## config.mk

```make
export PLATFORM = sky130hd
export DESIGN_NAME = i2c_condition_generator_flat
export DESIGN_NICKNAME = d
export VERILOG_FILES = /design/src/rtl/i2c_condition_generator_if.sv /design/src/rtl/i2c_condition_generator.sv /design/src/flat_wrapper.sv
export SDC_FILE = /design/constraint.sdc
export NUM_CORES = 1
export LEC_CHECK = 0
export ABC_AREA = 1
export CORE_MARGIN = 5
export CORE_UTILIZATION = 50
export DETAILED_ROUTE_END_ITERATION = 8
export GPL_TIMING_DRIVEN = 0
export PLACE_DENSITY_LB_ADDON = 0.1
export SETUP_SLACK_MARGIN = 0.2
export SYNTH_ARGS = -nofsm -noshare
export SYNTH_HDL_FRONTEND = slang
export SYNTH_SLANG_ARGS = --single-unit
```

## constraint.sdc

```tcl
create_clock -name i_clk -period 1.5 [get_ports i_clk]
set_input_delay 0.3 -clock i_clk [delete_from_list [all_inputs] [get_ports i_clk]]
set_output_delay 0.3 -clock i_clk [all_outputs]
set_load 0.005 [all_outputs]
```

## src/rtl/i2c_condition_generator_if.sv

```systemverilog
// Command/status and line-level bundle for the I2C condition generator.
// Optional I2C_COND_STRETCH_EN adds the synchronised SCL readback i_scl_in.
interface i2c_condition_generator_if;
  logic       i_tick;
  logic       i_start;
  logic [1:0] i_cmd;
`ifdef I2C_COND_STRETCH_EN
  logic       i_scl_in;
`endif
  logic       o_sda;
  logic       o_scl;
  logic       o_busy;
  logic       o_done;
  logic       o_err;

`ifdef I2C_COND_STRETCH_EN
  modport master (output i_tick, i_start, i_cmd, i_scl_in,
                  input  o_sda, o_scl, o_busy, o_done, o_err);
  modport slave  (input  i_tick, i_start, i_cmd, i_scl_in,
                  output o_sda, o_scl, o_busy, o_done, o_err);
`else
  modport master (output i_tick, i_start, i_cmd,
                  input  o_sda, o_scl, o_busy, o_done, o_err);
  modport slave  (input  i_tick, i_start, i_cmd,
                  output o_sda, o_scl, o_busy, o_done, o_err);
`endif
endinterface

```

## src/rtl/i2c_condition_generator.sv

```systemverilog
// START / REPEATED START / STOP generator with registered SDA/SCL levels.
// Define I2C_COND_STRETCH_EN to honour SCL clock stretching with a timeout abort.
module i2c_condition_generator #(
  parameter int PHASE_TICKS     = 1,
  parameter int STRETCH_TIMEOUT = 1023
) (
  input logic i_clk,
  input logic i_rst,
  i2c_condition_generator_if.slave bus
);

  if (PHASE_TICKS < 1 || PHASE_TICKS > 255) begin : g_bad_phase_ticks
    $error("PHASE_TICKS out of range 1..255");
  end
  if (STRETCH_TIMEOUT < 1 || STRETCH_TIMEOUT > 65535) begin : g_bad_timeout
    $error("STRETCH_TIMEOUT out of range 1..65535");
  end

  typedef enum logic [1:0] {IDLE, RUN, DONE, ERR} state_t;

  localparam logic [1:0] CMD_START   = 2'b00;
  localparam logic [1:0] CMD_RSTART  = 2'b01;
  localparam logic [1:0] CMD_RESERVED = 2'b11;
  localparam logic [7:0] TICK_LAST   = 8'(PHASE_TICKS - 1);

  state_t     state, state_n;
  logic [1:0] phase, phase_n;
  logic [7:0] tick_cnt, tick_cnt_n;
  logic [1:0] cmd, cmd_n;
  logic       sda, sda_n, scl, scl_n;
  logic       busy_n, done_n, err_n;
  logic       tick_ok;
  logic [1:0] last_phase;

  // Line levels {sda, scl} for each phase of each condition.
  function automatic logic [1:0] phase_levels(input logic [1:0] c, input logic [1:0] p);
    logic [1:0] lv;
    lv = 2'b11;
    case (c)
      CMD_START:  case (p)
                    2'd0:    lv = 2'b11;
                    2'd1:    lv = 2'b01;
                    default: lv = 2'b00;
                  endcase
      CMD_RSTART: case (p)
                    2'd0:    lv = 2'b10;
                    2'd1:    lv = 2'b11;
                    2'd2:    lv = 2'b01;
                    default: lv = 2'b00;
                  endcase
      default:    case (p)
                    2'd0:    lv = 2'b00;
                    2'd1:    lv = 2'b01;
                    default: lv = 2'b11;
                  endcase
    endcase
    return lv;
  endfunction

`ifdef I2C_COND_STRETCH_EN
  localparam logic [15:0] TIMEOUT_LAST = 16'(STRETCH_TIMEOUT - 1);
  logic [15:0] to_cnt, to_cnt_n;
  logic        stretched;
  assign stretched = scl && !bus.i_scl_in;
`endif

  assign last_phase = (cmd == CMD_RSTART) ? 2'd3 : 2'd2;

  always_ff @(posedge i_clk) begin
    if (i_rst) begin
      state      <= IDLE;
      phase      <= 2'd0;
      tick_cnt   <= 8'd0;
      cmd        <= CMD_START;
      sda        <= 1'b1;
      scl        <= 1'b1;
      bus.o_busy <= 1'b0;
      bus.o_done <= 1'b0;
      bus.o_err  <= 1'b0;
`ifdef I2C_COND_STRETCH_EN
      to_cnt     <= 16'd0;
`endif
    end else begin
      state      <= state_n;
      phase      <= phase_n;
      tick_cnt   <= tick_cnt_n;
      cmd        <= cmd_n;
      sda        <= sda_n;
      scl        <= scl_n;
      bus.o_busy <= busy_n;
      bus.o_done <= done_n;
      bus.o_err  <= err_n;
`ifdef I2C_COND_STRETCH_EN
      to_cnt     <= to_cnt_n;
`endif
    end
  end

  assign bus.o_sda = sda;
  assign bus.o_scl = scl;

  always_comb begin
    state_n    = state;
    phase_n    = phase;
    tick_cnt_n = tick_cnt;
    cmd_n      = cmd;
    sda_n      = sda;
    scl_n      = scl;
    busy_n     = 1'b0;
    done_n     = 1'b0;
    err_n      = 1'b0;
    tick_ok    = bus.i_tick;
`ifdef I2C_COND_STRETCH_EN
    to_cnt_n   = to_cnt;
    tick_ok    = bus.i_tick && !stretched;
`endif

    case (state)
      IDLE: begin
        if (bus.i_start) begin
          if (bus.i_cmd == CMD_RESERVED) begin
            state_n = ERR;
            err_n   = 1'b1;
          end else begin
            state_n        = RUN;
            cmd_n          = bus.i_cmd;
            phase_n        = 2'd0;
            tick_cnt_n     = 8'd0;
            busy_n         = 1'b1;
            {sda_n, scl_n} = phase_levels(bus.i_cmd, 2'd0);
`ifdef I2C_COND_STRETCH_EN
            to_cnt_n       = 16'd0;
`endif
          end
        end
      end

      RUN: begin
        busy_n = 1'b1;
        if (tick_ok) begin
          if (tick_cnt == TICK_LAST) begin
            tick_cnt_n = 8'd0;
`ifdef I2C_COND_STRETCH_EN
            to_cnt_n   = 16'd0;
`endif
            if (phase == last_phase) begin
              state_n = DONE;
              done_n  = 1'b1;
            end else begin
              phase_n        = phase + 2'd1;
              {sda_n, scl_n} = phase_levels(cmd, phase + 2'd1);
            end
          end else begin
            tick_cnt_n = tick_cnt + 8'd1;
          end
        end
`ifdef I2C_COND_STRETCH_EN
        // A slave holding SCL low past the budget aborts and releases the bus.
        if (bus.i_tick && stretched) begin
          if (to_cnt == TIMEOUT_LAST) begin
            state_n  = ERR;
            err_n    = 1'b1;
            busy_n   = 1'b0;
            sda_n    = 1'b1;
            scl_n    = 1'b1;
            to_cnt_n = 16'd0;
          end else begin
            to_cnt_n = to_cnt + 16'd1;
          end
        end
`endif
      end

      DONE:    state_n = IDLE;
      ERR:     state_n = IDLE;
      default: state_n = IDLE;
    endcase
  end

endmodule

```

## src/flat_wrapper.sv

```systemverilog
// flat-port wrapper written by rule: the top's interface ports become plain ports
module i2c_condition_generator_flat 
#(
  parameter int PHASE_TICKS     = 1,
  parameter int STRETCH_TIMEOUT = 1023
)
  (i_clk, i_rst, bus_i_tick, bus_i_start, bus_i_cmd, bus_o_sda, bus_o_scl, bus_o_busy, bus_o_done, bus_o_err);
  i2c_condition_generator_if bus_i ();
  input logic i_clk;
  input logic i_rst;
  input wire logic [$bits(bus_i.i_tick)-1:0] bus_i_tick;
  input wire logic [$bits(bus_i.i_start)-1:0] bus_i_start;
  input wire logic [$bits(bus_i.i_cmd)-1:0] bus_i_cmd;
  output wire logic [$bits(bus_i.o_sda)-1:0] bus_o_sda;
  output wire logic [$bits(bus_i.o_scl)-1:0] bus_o_scl;
  output wire logic [$bits(bus_i.o_busy)-1:0] bus_o_busy;
  output wire logic [$bits(bus_i.o_done)-1:0] bus_o_done;
  output wire logic [$bits(bus_i.o_err)-1:0] bus_o_err;
  assign bus_i.i_tick = bus_i_tick;
  assign bus_i.i_start = bus_i_start;
  assign bus_i.i_cmd = bus_i_cmd;
  assign bus_o_sda = bus_i.o_sda;
  assign bus_o_scl = bus_i.o_scl;
  assign bus_o_busy = bus_i.o_busy;
  assign bus_o_done = bus_i.o_done;
  assign bus_o_err = bus_i.o_err;
  i2c_condition_generator #(.PHASE_TICKS(PHASE_TICKS), .STRETCH_TIMEOUT(STRETCH_TIMEOUT)) u_core (.i_clk(i_clk), .i_rst(i_rst), .bus(bus_i));
endmodule
```

# After elaboration in Yosys (flattened, before gate mapping)
# Index checks and enable logic that the tools add are counted.
[op_classes]
eq_ne = 15
n_mux = 40
n_addsub = 2
reduce_logical = 13
n_bitwise = 6
[op_table]
columns = ["op", "count"]
rows = [
  ["two-way mux 8 bit", 4],
  ["two-way mux 2 bit", 10],
  ["one-hot mux 2 bit (2 select lines)", 5],
  ["one-hot mux 8 bit (2 select lines)", 1],
  ["two-way mux 1 bit", 15],
  ["one-hot mux 2 bit (3 select lines)", 2],
  ["adder 8 x 1 -> 8 bit, second input constant", 1],
  ["equality test 2 x 1 -> 1 bit, second input constant", 4],
  ["equality test 2 bit, second input constant", 4],
  ["logical NOT 2 bit", 4],
  ["logical NOT 8 bit", 1],
  ["inequality test 2 bit, second input constant", 4],
  ["AND reduction 4 bit", 2],
  ["NOT 1 bit", 6],
  ["one-hot mux 1 bit (2 select lines)", 3],
  ["AND reduction 6 bit", 1],
  ["inequality test 2 x 1 -> 1 bit, second input constant", 2],
  ["OR reduction 4 bit", 1],
  ["AND reduction 3 bit", 1],
  ["OR reduction 3 bit", 1],
  ["adder 2 x 1 -> 2 bit, second input constant", 1],
  ["equality test 2 bit", 1],
  ["nonzero test 2 bit", 1],
  ["OR reduction 2 bit", 1],
]
[word_totals]
in_bits = 6
register_bits = 19
output_inout_bits = 5
word_cells = 85

# Logic depth before layout (Yosys ltp)
# Gate-level depths: netlist of the first run.
[depth]
depth_word = 8
mapped_depth = 10
ltp_nobuf = 10

# Worst setup path after synthesis of the first run
# No wires, ideal clock.
[synth_timing]
kind = "flip-flop to flip-flop"
startpoint = "reg u_core.tick_cnt[0]"
endpoint = "reg u_core.phase[1]"
stages_incl_launch_ff = 10
path_buffers = 0
period_less_slack_ns = 1.250
required_ns = 1.377
path_slack_ns = 0.250
t_arrival_ns = 1.126
setup_ns = 0.123
path_cell_list = "dfxtp_1 > inv_1 > ha_1 > nand2_1 > nor2_1 > nand2_1 > nand2_1 > nand2_4 > nor2_1 > a21oi_1"
[synth_between]
elab_chain_len = 3
[synth_rtl]
columns = ["item", "line", "rtl"]
rows = [
  ["from (decl)", "i2c_condition_generator.sv:28", "logic [7:0] tick_cnt, tick_cnt_n;"],
  ["from (signal assigned)", "i2c_condition_generator.sv:86", "tick_cnt <= tick_cnt_n;"],
  ["logical NOT 8 bit", "i2c_condition_generator.sv:141", "if (tick_cnt == TICK_LAST) begin"],
  ["inequality test 2 x 1 -> 1 bit (no line)", "--", ""],
  ["AND reduction 6 bit (no line)", "--", ""],
  ["to (signal assigned)", "i2c_condition_generator.sv:85", "phase <= phase_n;"],
  ["to (decl)", "i2c_condition_generator.sv:27", "logic [1:0] phase, phase_n;"],
]
# Every way passes these cells.
# A chain may end at the register's enable or synchronous reset.

# Final worst setup path of the first run
[layout_timing]
startpoint = "reg u_core.state[1]"
endpoint = "reg u_core.tick_cnt[7]"
[layout_between]
elab_chain_len = 3
elab_cells_between_ends = 8
cone_classes = "eq/ne: 4; mux: 1; reduce/logical: 3"
[layout_rtl]
columns = ["item", "line", "rtl"]
rows = [
  ["from (decl)", "i2c_condition_generator.sv:26", "state_t state, state_n;"],
  ["from (signal assigned)", "i2c_condition_generator.sv:84", "state <= state_n;"],
  ["equality test 2 x 1 -> 1 bit / logical NOT 2 bit (equally long branches)", "i2c_condition_generator.sv:118", "case (state)"],
  ["inequality test 2 bit (no line) / nonzero test 2 bit (equally long branches)", "--", ""],
  ["AND reduction 4 bit (no line)", "--", ""],
]
# Parallel ways exist; a longest one is shown, timed or not.

==> flow_results.xml, run 1 <==
<?xml version="1.0" encoding="UTF-8"?>
<metrics>
  <group name="route">
    <metric name="firstDrtPassIters" unit="">7</metric>
    <metric name="detailroute.via_count" unit="">1066</metric>
    <metric name="avgRoutedWirePerCell" unit="µm">11.3</metric>
    <metric name="drt-total-wl" unit="µm">2380</metric>
    <metric name="drtIter0Drc" unit="">21</metric>
    <metric name="drtAntennaViolNets" unit="">0</metric>
    <metric name="post-route-drc-count" unit="">0</metric>
    <metric name="via_to_cell_ratio" unit="">5.08</metric>
  </group>
  <group name="setup_path">
    <metric name="timing.critical_path.slowest_stage_cell" unit="">dfxtp_4</metric>
    <metric name="worstReg2RegStart" unit="">u_core.state[1]</metric>
    <metric name="cp_data_required_time" unit="ns">1.70</metric>
    <metric name="cp_top_family" unit="">simple AND/OR/NAND/NOR gates</metric>
    <metric name="worst-r2r-cell-count" unit="">6</metric>
    <metric name="r2r_slack" unit="ns">0.21</metric>
    <metric name="cp_bufs_invs" unit="">1</metric>
    <metric name="crit_path_cell_trace" unit="">o21bai_2 &gt; nor2_4 &gt; buf_6 &gt; nand3_1 &gt; nand3_1 &gt; nor2_1</metric>
    <metric name="start_kind" unit="">register</metric>
    <metric name="r2r_end" unit="">u_core.tick_cnt[7]</metric>
    <metric name="worst-setup-path-type" unit="">register to register</metric>
    <metric name="crit_path_max_fanout" unit="">6</metric>
    <metric name="cp.arrival" unit="ns">1.49</metric>
    <metric name="cpPeakStageDelay" unit="ns">0.38</metric>
    <metric name="cp-end-kind" unit="">register</metric>
    <metric name="crit_path_frequent_cell" unit="">nand3_1</metric>
  </group>
  <group name="global_routing">
    <metric name="groute.usage.overall" unit="%">16.5</metric>
    <metric name="antenna_found_initial" unit="">0</metric>
    <metric name="grt_pass1_wl" unit="µm">4200</metric>
    <metric name="via_count_of_the_first_global_routing_pass" unit="">1014</metric>
    <metric name="grt_total_ovfl" unit="">0</metric>
    <metric name="maximum_number_of_pins_on_one_net_before_global_route_repair" unit="">11</metric>
  </group>
  <group name="final_layout">
    <metric name="mostFrequentLayoutCells" unit="">nand2_1, inv_1, nand3_1</metric>
    <metric name="post_route_cells_drive_above_1_share" unit="%">32.8</metric>
    <metric name="area_growth_syn_to_layout" unit="%">35.2</metric>
    <metric name="finalNetCount" unit="">193</metric>
    <metric name="n_antenna_cell" unit="">0</metric>
    <metric name="post_layout_nonfiller_instances" unit="">210</metric>
    <metric name="final_common_cell" unit="">nand2_1</metric>
  </group>
  <group name="placed_design">
    <metric name="dp_hpwl" unit="µm">1660</metric>
    <metric name="place_ws" unit="ns">-0.189</metric>
    <metric name="buffer_ports.inserted" unit="">9</metric>
    <metric name="globalplace.congestion" unit="">0.818</metric>
    <metric name="dp.cells" unit="">198</metric>
  </group>
  <group name="synth">
    <metric name="synthesis.instances" unit="">162</metric>
    <metric name="yosysUniqueCellTypes" unit="">21</metric>
    <metric name="avgSynthCellArea" unit="µm²">6.50</metric>
    <metric name="synth_top_area_share" unit="%">36.1</metric>
    <metric name="synth_area" unit="mm²">0.00105</metric>
    <metric name="yosysWarningCount" unit="">0</metric>
    <metric name="mappedNetlistNets" unit="">171</metric>
    <metric name="ys_seq_elements" unit="">19</metric>
    <metric name="synth-seq-area-share" unit="%">36.1</metric>
    <metric name="synth.top_cells.by_area" unit="">dfxtp_1, nand2_1, inv_1</metric>
    <metric name="yosysTopAreaCell" unit="">dfxtp_1</metric>
  </group>
  <group name="floorplanning">
    <metric name="floorplan.io_pins" unit="">11</metric>
    <metric name="floorplan.core_area" unit="mm²">0.00198</metric>
    <metric name="fp.dieArea" unit="mm²">0.00312</metric>
    <metric name="die-height" unit="µm">55.9</metric>
    <metric name="die_x" unit="µm">55.9</metric>
    <metric name="placement_rows" unit="">16</metric>
    <metric name="floorplan.initialDensity" unit="%">53.1</metric>
  </group>
  <group name="clock_tree">
    <metric name="numCtsBuffers" unit="">3</metric>
    <metric name="post_cts_hold_buffer_count" unit="">0</metric>
    <metric name="clk_pin_slew" unit="ns">0.10</metric>
    <metric name="clock-root-buffer" unit="">clkbuf_4</metric>
    <metric name="cts-htree-levels" unit="">1</metric>
    <metric name="worst_skew_late_latency" unit="ns">0.29</metric>
    <metric name="clock_sinks" unit="">19</metric>
    <metric name="cts_buffer_depth" unit="">2</metric>
    <metric name="clock_tree_from_tritoncts" unit="">built</metric>
  </group>
  <group name="timing">
    <metric name="clock_skew" unit="ns">0.000896</metric>
    <metric name="report.final.slew_viol_count" unit="">0</metric>
    <metric name="grt_setup_unrepaired" unit="">true</metric>
    <metric name="finalWorstSetupSlack" unit="ns">0.208</metric>
    <metric name="final.min_clock_period" unit="ns">1.29</metric>
    <metric name="max_freq" unit="GHz">0.774</metric>
    <metric name="final-hold-violation-count" unit="">0</metric>
    <metric name="slew_limit_headroom" unit="%">70.8</metric>
    <metric name="worstMarginPinSlew" unit="ns">0.437</metric>
    <metric name="finalSetupViolCount" unit="">0</metric>
    <metric name="setup_total_negative_slack" unit="ns">0</metric>
    <metric name="final.period_utilization" unit="%">86.1</metric>
  </group>
  <group name="status">
    <metric name="status" unit="">completed</metric>
  </group>
  <group name="job">
    <metric name="drv.max_cap_violation_count" unit="">0</metric>
  </group>
  <group name="power_and_ir_drop">
    <metric name="highest_ir_drop_seen_on_vdd" unit="µV">710</metric>
    <metric name="p_per_area" unit="mW/mm²">1010</metric>
    <metric name="leakagePower" unit="µW">0.000665</metric>
  </group>
  <group name="hold_path">
    <metric name="worstHoldEndpoint" unit="">u_core.cmd[0]</metric>
    <metric name="worst_hold_startpoint" unit="">bus_i_cmd[0]</metric>
    <metric name="holdCritPathClass" unit="">primary input to register</metric>
    <metric name="holdPathStages" unit="">3</metric>
  </group>
</metrics>
-- worst reg2reg max path: cells and delay by family (launching register included) --
family | cells | cell delay (ns)
buffers and inverters | 1 | 0.17
flip-flops | 1 | 0.38
AND/OR/NAND/NOR | 4 | 0.45
AO/OA/AOI/OAI | 1 | 0.21
-- power by group --
| part | total (µW) | switching, µW | internal (µW) |
|---|---|---|---|
| clock | 258 | 155 | 104 |
| combinational | 565 | 328 | 237 |
| sequential | 613 | 49.7 | 564 |
-- through the flow --
stage	utilization (%)	area, µm²	hold WS (ns)	total power, µW
floorplan	-	1050	0.441	903
global route	71.8	1420	0.323	1550
detailed placement	59.3	1180	0.464	1020
CTS	63.8	1260	0.374	1340
global placement	59.3	1180	0.458	1010
finish	71.8	1420	0.321	1440
-- worst max path at each step --
stage | startpoint | slack, ns | end | cells after the start
after floorplan | u_core.tick_cnt[0] | 0.25 | u_core.phase[1] | 9
final | u_core.state[1] | 0.21 | u_core.tick_cnt[7] | 6
after CTS | u_core.bus.o_scl | 0.05 | bus_o_scl | 1
after global routing | u_core.state[1] | 0.12 | u_core.tick_cnt[6] | 5
after detailed placement | bus_i_cmd[1] | -0.19 | u_core.tick_cnt[7] | 7
after global placement | bus_i_cmd[1] | -0.17 | u_core.tick_cnt[5] | 7
-- layer usage --
layer | global-route usage [%] | routed length (µm)
met1 | 19.4 | 1080
met4 | 8.81 | 29
met2 | 28.5 | 1200
met5 | 0 | 0
met3 | 2.55 | 60
-- flip-flops by register name, indices dropped and copies added, names as in the netlist --
register           flops
u_core.phase           2
u_core.state           2
u_core.bus.o_done      1
u_core.bus.o_busy      1
u_core.bus.o_scl       1
u_core.tick_cnt        8
u_core.bus.o_err       1
u_core.cmd             2
u_core.bus.o_sda       1
-- layout make-up --
class                           count  area (µm²)
Buffer                              3        26.3
Clock buffer                        4        26.3
Fill cell                         143         559
Inverter                           30         113
Multi-Input combinational cell    110         668
Sequential cell                    19         402
Tap cell                           27        33.8
Timing Repair Buffer               17         154
-- cells in the mapped netlist, drive strengths merged --
master / n
nand2: 43
nor4: 2
o21bai: 2
nor2: 15
nor3: 3
a21oi: 13
o21ai: 5
nand3: 18
inv: 30
nand4: 5
dfxtp: 19
buf: 2
o211ai: 1
ha: 3
clkbuf: 1
-- repair_timing --
item,in CTS,in global routing
pin swaps,6,8
gates resized for setup,29,38
buffers inserted,2,5
cloned,1,0
setup endpoints to repair,18,16
-- cell families (layout without fill, tap and decap cells) --
logic type      after synthesis  count (layout)  synth area share (%)
simple gates                 86              86                  37.0
buf+inv                      33              54                  12.6
compound gates               21              21                  10.7
flops                        19              19                  36.1
fa+ha+maj                     3               3                  3.57
Power figures use the tool's default switching activity.
==> run 2: changes to the inputs <==
CELL_PAD_IN_SITES_DETAIL_PLACEMENT = 2   (was not set)
CELL_PAD_IN_SITES_GLOBAL_PLACEMENT = 2   (was not set)
CORE_UTILIZATION = 30   (was 50)
==> run 2 against run 1 <==
Register-to-register slack worse by 0.11 ns. Clock skew is 0.00092 ns higher. Wire length is 110% higher. Sequential share of layout area is 3.6 points lower. Non-clock buffer count is 15 higher. Clock power is 16% higher. Flip-flop and latch count stayed put. First-iteration DRC count grew to 3.0 times the previous value. Critical path depth is 3 higher. Worst setup slack worse by 0.11 ns. Critical endpoint is now u_core.bus.o_sda.
==> flow_results.xml, run 2 (same netlist as run 1, synthesis figures left out) <==
<?xml version="1.0" encoding="UTF-8"?>
<metrics>
  <group name="final_layout">
    <metric name="mostFrequentLayoutCells" unit="">nand2_1, buf_4, inv_1</metric>
    <metric name="post_route_cells_drive_above_1_share" unit="%">44.9</metric>
    <metric name="largest_register" unit="">u_core.tick_cnt</metric>
    <metric name="area_growth_syn_to_layout" unit="%">57.7</metric>
    <metric name="n_antenna_cell" unit="">0</metric>
    <metric name="finalCoreUtilization" unit="%">49.3</metric>
    <metric name="post_layout_nonfiller_instances" unit="">244</metric>
    <metric name="final_common_cell" unit="">nand2_1</metric>
    <metric name="largest_register_ffs" unit="">8</metric>
    <metric name="finalNetCount" unit="">208</metric>
  </group>
  <group name="job">
    <metric name="drv.max_cap_violation_count" unit="">0</metric>
  </group>
  <group name="timing">
    <metric name="grt_setup_unrepaired" unit="">true</metric>
    <metric name="final.period_utilization" unit="%">93.6</metric>
    <metric name="timing.hold.ws" unit="ns">0.372</metric>
    <metric name="setup_total_negative_slack" unit="ns">0</metric>
    <metric name="finalSetupViolCount" unit="">0</metric>
    <metric name="report.final.slew_viol_count" unit="">0</metric>
    <metric name="max_freq" unit="GHz">0.712</metric>
    <metric name="slew_limit_headroom" unit="%">71.5</metric>
    <metric name="clock_skew" unit="ns">0.00182</metric>
    <metric name="worstMarginPinSlew" unit="ns">0.427</metric>
    <metric name="final.min_clock_period" unit="ns">1.40</metric>
    <metric name="final-hold-violation-count" unit="">0</metric>
  </group>
  <group name="clock_tree">
    <metric name="clk_pin_slew" unit="ns">0.13</metric>
    <metric name="clock-root-buffer" unit="">clkbuf_4</metric>
    <metric name="clock_sinks" unit="">19</metric>
    <metric name="cts-htree-levels" unit="">1</metric>
    <metric name="worst_skew_late_latency" unit="ns">0.31</metric>
    <metric name="clock_tree_from_tritoncts" unit="">built</metric>
    <metric name="numCtsBuffers" unit="">3</metric>
    <metric name="cts_buffer_depth" unit="">2</metric>
  </group>
  <group name="setup_path">
    <metric name="cp-end-kind" unit="">register</metric>
    <metric name="cp.arrival" unit="ns">1.66</metric>
    <metric name="worst-setup-path-type" unit="">register to register</metric>
    <metric name="timing.critical_path.slowest_stage_cell" unit="">dfxtp_1</metric>
    <metric name="cpPeakStageDelay" unit="ns">0.38</metric>
    <metric name="start_kind" unit="">register</metric>
    <metric name="cp_bufs_invs" unit="">1</metric>
    <metric name="cp_top_family" unit="">simple AND/OR/NAND/NOR gates</metric>
    <metric name="cp_data_required_time" unit="ns">1.75</metric>
    <metric name="crit_path_cell_trace" unit="">inv_2 &gt; nand2_1 &gt; nor2_2 &gt; nand2_2 &gt; nand2_4 &gt; nand2_4 &gt; nor2_4 &gt; nand2_1 &gt; nand3_1</metric>
    <metric name="crit_path_max_fanout" unit="">4</metric>
  </group>
  <group name="global_routing">
    <metric name="maximum_number_of_pins_on_one_net_before_global_route_repair" unit="">11</metric>
    <metric name="grt_total_ovfl" unit="">0</metric>
    <metric name="grt_pass1_wl" unit="µm">6970</metric>
    <metric name="groute.usage.overall" unit="%">18.1</metric>
    <metric name="via_count_of_the_first_global_routing_pass" unit="">1383</metric>
    <metric name="antenna_found_initial" unit="">0</metric>
  </group>
  <group name="floorplanning">
    <metric name="floorplan.core_area" unit="mm²">0.00336</metric>
    <metric name="fp.dieArea" unit="mm²">0.00479</metric>
    <metric name="floorplan.initialDensity" unit="%">31.3</metric>
    <metric name="placement_rows" unit="">21</metric>
    <metric name="die-height" unit="µm">69.2</metric>
    <metric name="die_x" unit="µm">69.2</metric>
    <metric name="floorplan.io_pins" unit="">11</metric>
  </group>
  <group name="placed_design">
    <metric name="buffer_ports.inserted" unit="">9</metric>
    <metric name="dp_hpwl" unit="µm">2520</metric>
    <metric name="dp.cells" unit="">217</metric>
    <metric name="globalplace.congestion" unit="">0.759</metric>
  </group>
  <group name="power_and_ir_drop">
    <metric name="leakagePower" unit="µW">0.000744</metric>
    <metric name="p_per_area" unit="mW/mm²">1060</metric>
    <metric name="highest_ir_drop_seen_on_vdd" unit="µV">444</metric>
    <metric name="overall_power_of_the_completed_layout" unit="µW">1760</metric>
  </group>
  <group name="status">
    <metric name="status" unit="">completed</metric>
  </group>
  <group name="route">
    <metric name="drtAntennaViolNets" unit="">0</metric>
    <metric name="drt-total-wl" unit="µm">5080</metric>
    <metric name="post-route-drc-count" unit="">0</metric>
    <metric name="detailroute.via_count" unit="">1257</metric>
    <metric name="via_to_cell_ratio" unit="">5.15</metric>
    <metric name="drtIter0Drc" unit="">62</metric>
    <metric name="firstDrtPassIters" unit="">4</metric>
    <metric name="avgRoutedWirePerCell" unit="µm">20.8</metric>
  </group>
  <group name="hold_path">
    <metric name="holdCritPathClass" unit="">primary input to register</metric>
  </group>
</metrics>
==> run 2: cell types whose count changed in the layout (fill, tap and decap cells not counted), moves of 3 or more <==
cell and delta:
buf_4 +13, nand2_4 +3, inv_1 -4, dlygate4sd2_1 +3, dlymetal6s2s_1 -3, inv_4 +3
dfxtp_1 -3
==> run 2: worst paths after layout <==
path / startpoint / end / slack [ns] / cells past startpoint
setup / recovery: u_core.tick_cnt[6] / u_core.bus.o_sda / 0.1 / 9
hold / removal: bus_i_tick / u_core.bus.o_done / 0.37 / 3
setup reg to reg: u_core.tick_cnt[6] / u_core.bus.o_sda / 0.1 / 9
hold reg to reg: u_core.bus.o_scl / u_core.bus.o_scl / 0.50 / 2
==> run 2: metal layers <==
metal	part of all wire (%)	vias up	track usage (%)	routed length, µm
met4	2.0	0	4.99	100
met1	41	628	20.8	2110
met3	2.4	12	2.32	122
met5	0	-	0	0
li1	-	594	-	-
met2	54	23	34.4	2750
==> run 2: worst register-to-register path, stage by stage (launching register included) <==
cell     delay [ns]
dfxtp_1        0.38
inv_2          0.12
nand2_1        0.09
nor2_2         0.13
nand2_2        0.09
nand2_4        0.14
nand2_4        0.10
nor2_4         0.14
nand2_1        0.07
nand3_1        0.08
==> run 2: area by class of cell <==
cell class / count / area [µm²]
well taps: 46 / 57.6
fillers: 401 / 1700
flip-flops and latches: 19 / 408
multi-input cells: 110 / 737
plain buffers: 3 / 30.0
clock buffers: 4 / 26.3
repair buffers: 32 / 275
inverters: 30 / 125
==> run 2: power breakdown <==
part / switching, µW / internal, µW / leakage [µW]
logic: 479 / 363 / 0.000569
registers: 51.0 / 564 / 0.000160
clock network: 195 / 104 / 0.0000150
total: 725 / 1030 / 0.000744
==> run 2: timing repair <==
action	CTS	global route
hold buffers	0	0
resized for setup	58	38
buffers inserted	14	8
pin swaps	17	19
cloned	1	0
setup endpoints to repair	19	15
==> run 2: stage by stage <==
step           setup WS, ns  instance area (µm²)
3_3_place_gp         -0.211                 1200
2_1_floorplan         0.250                 1050
5_1_grt              0.0165                 1660
6_report             0.0959                 1660
3_5_place_dp         -0.291                 1200
4_1_cts               0.172                 1480
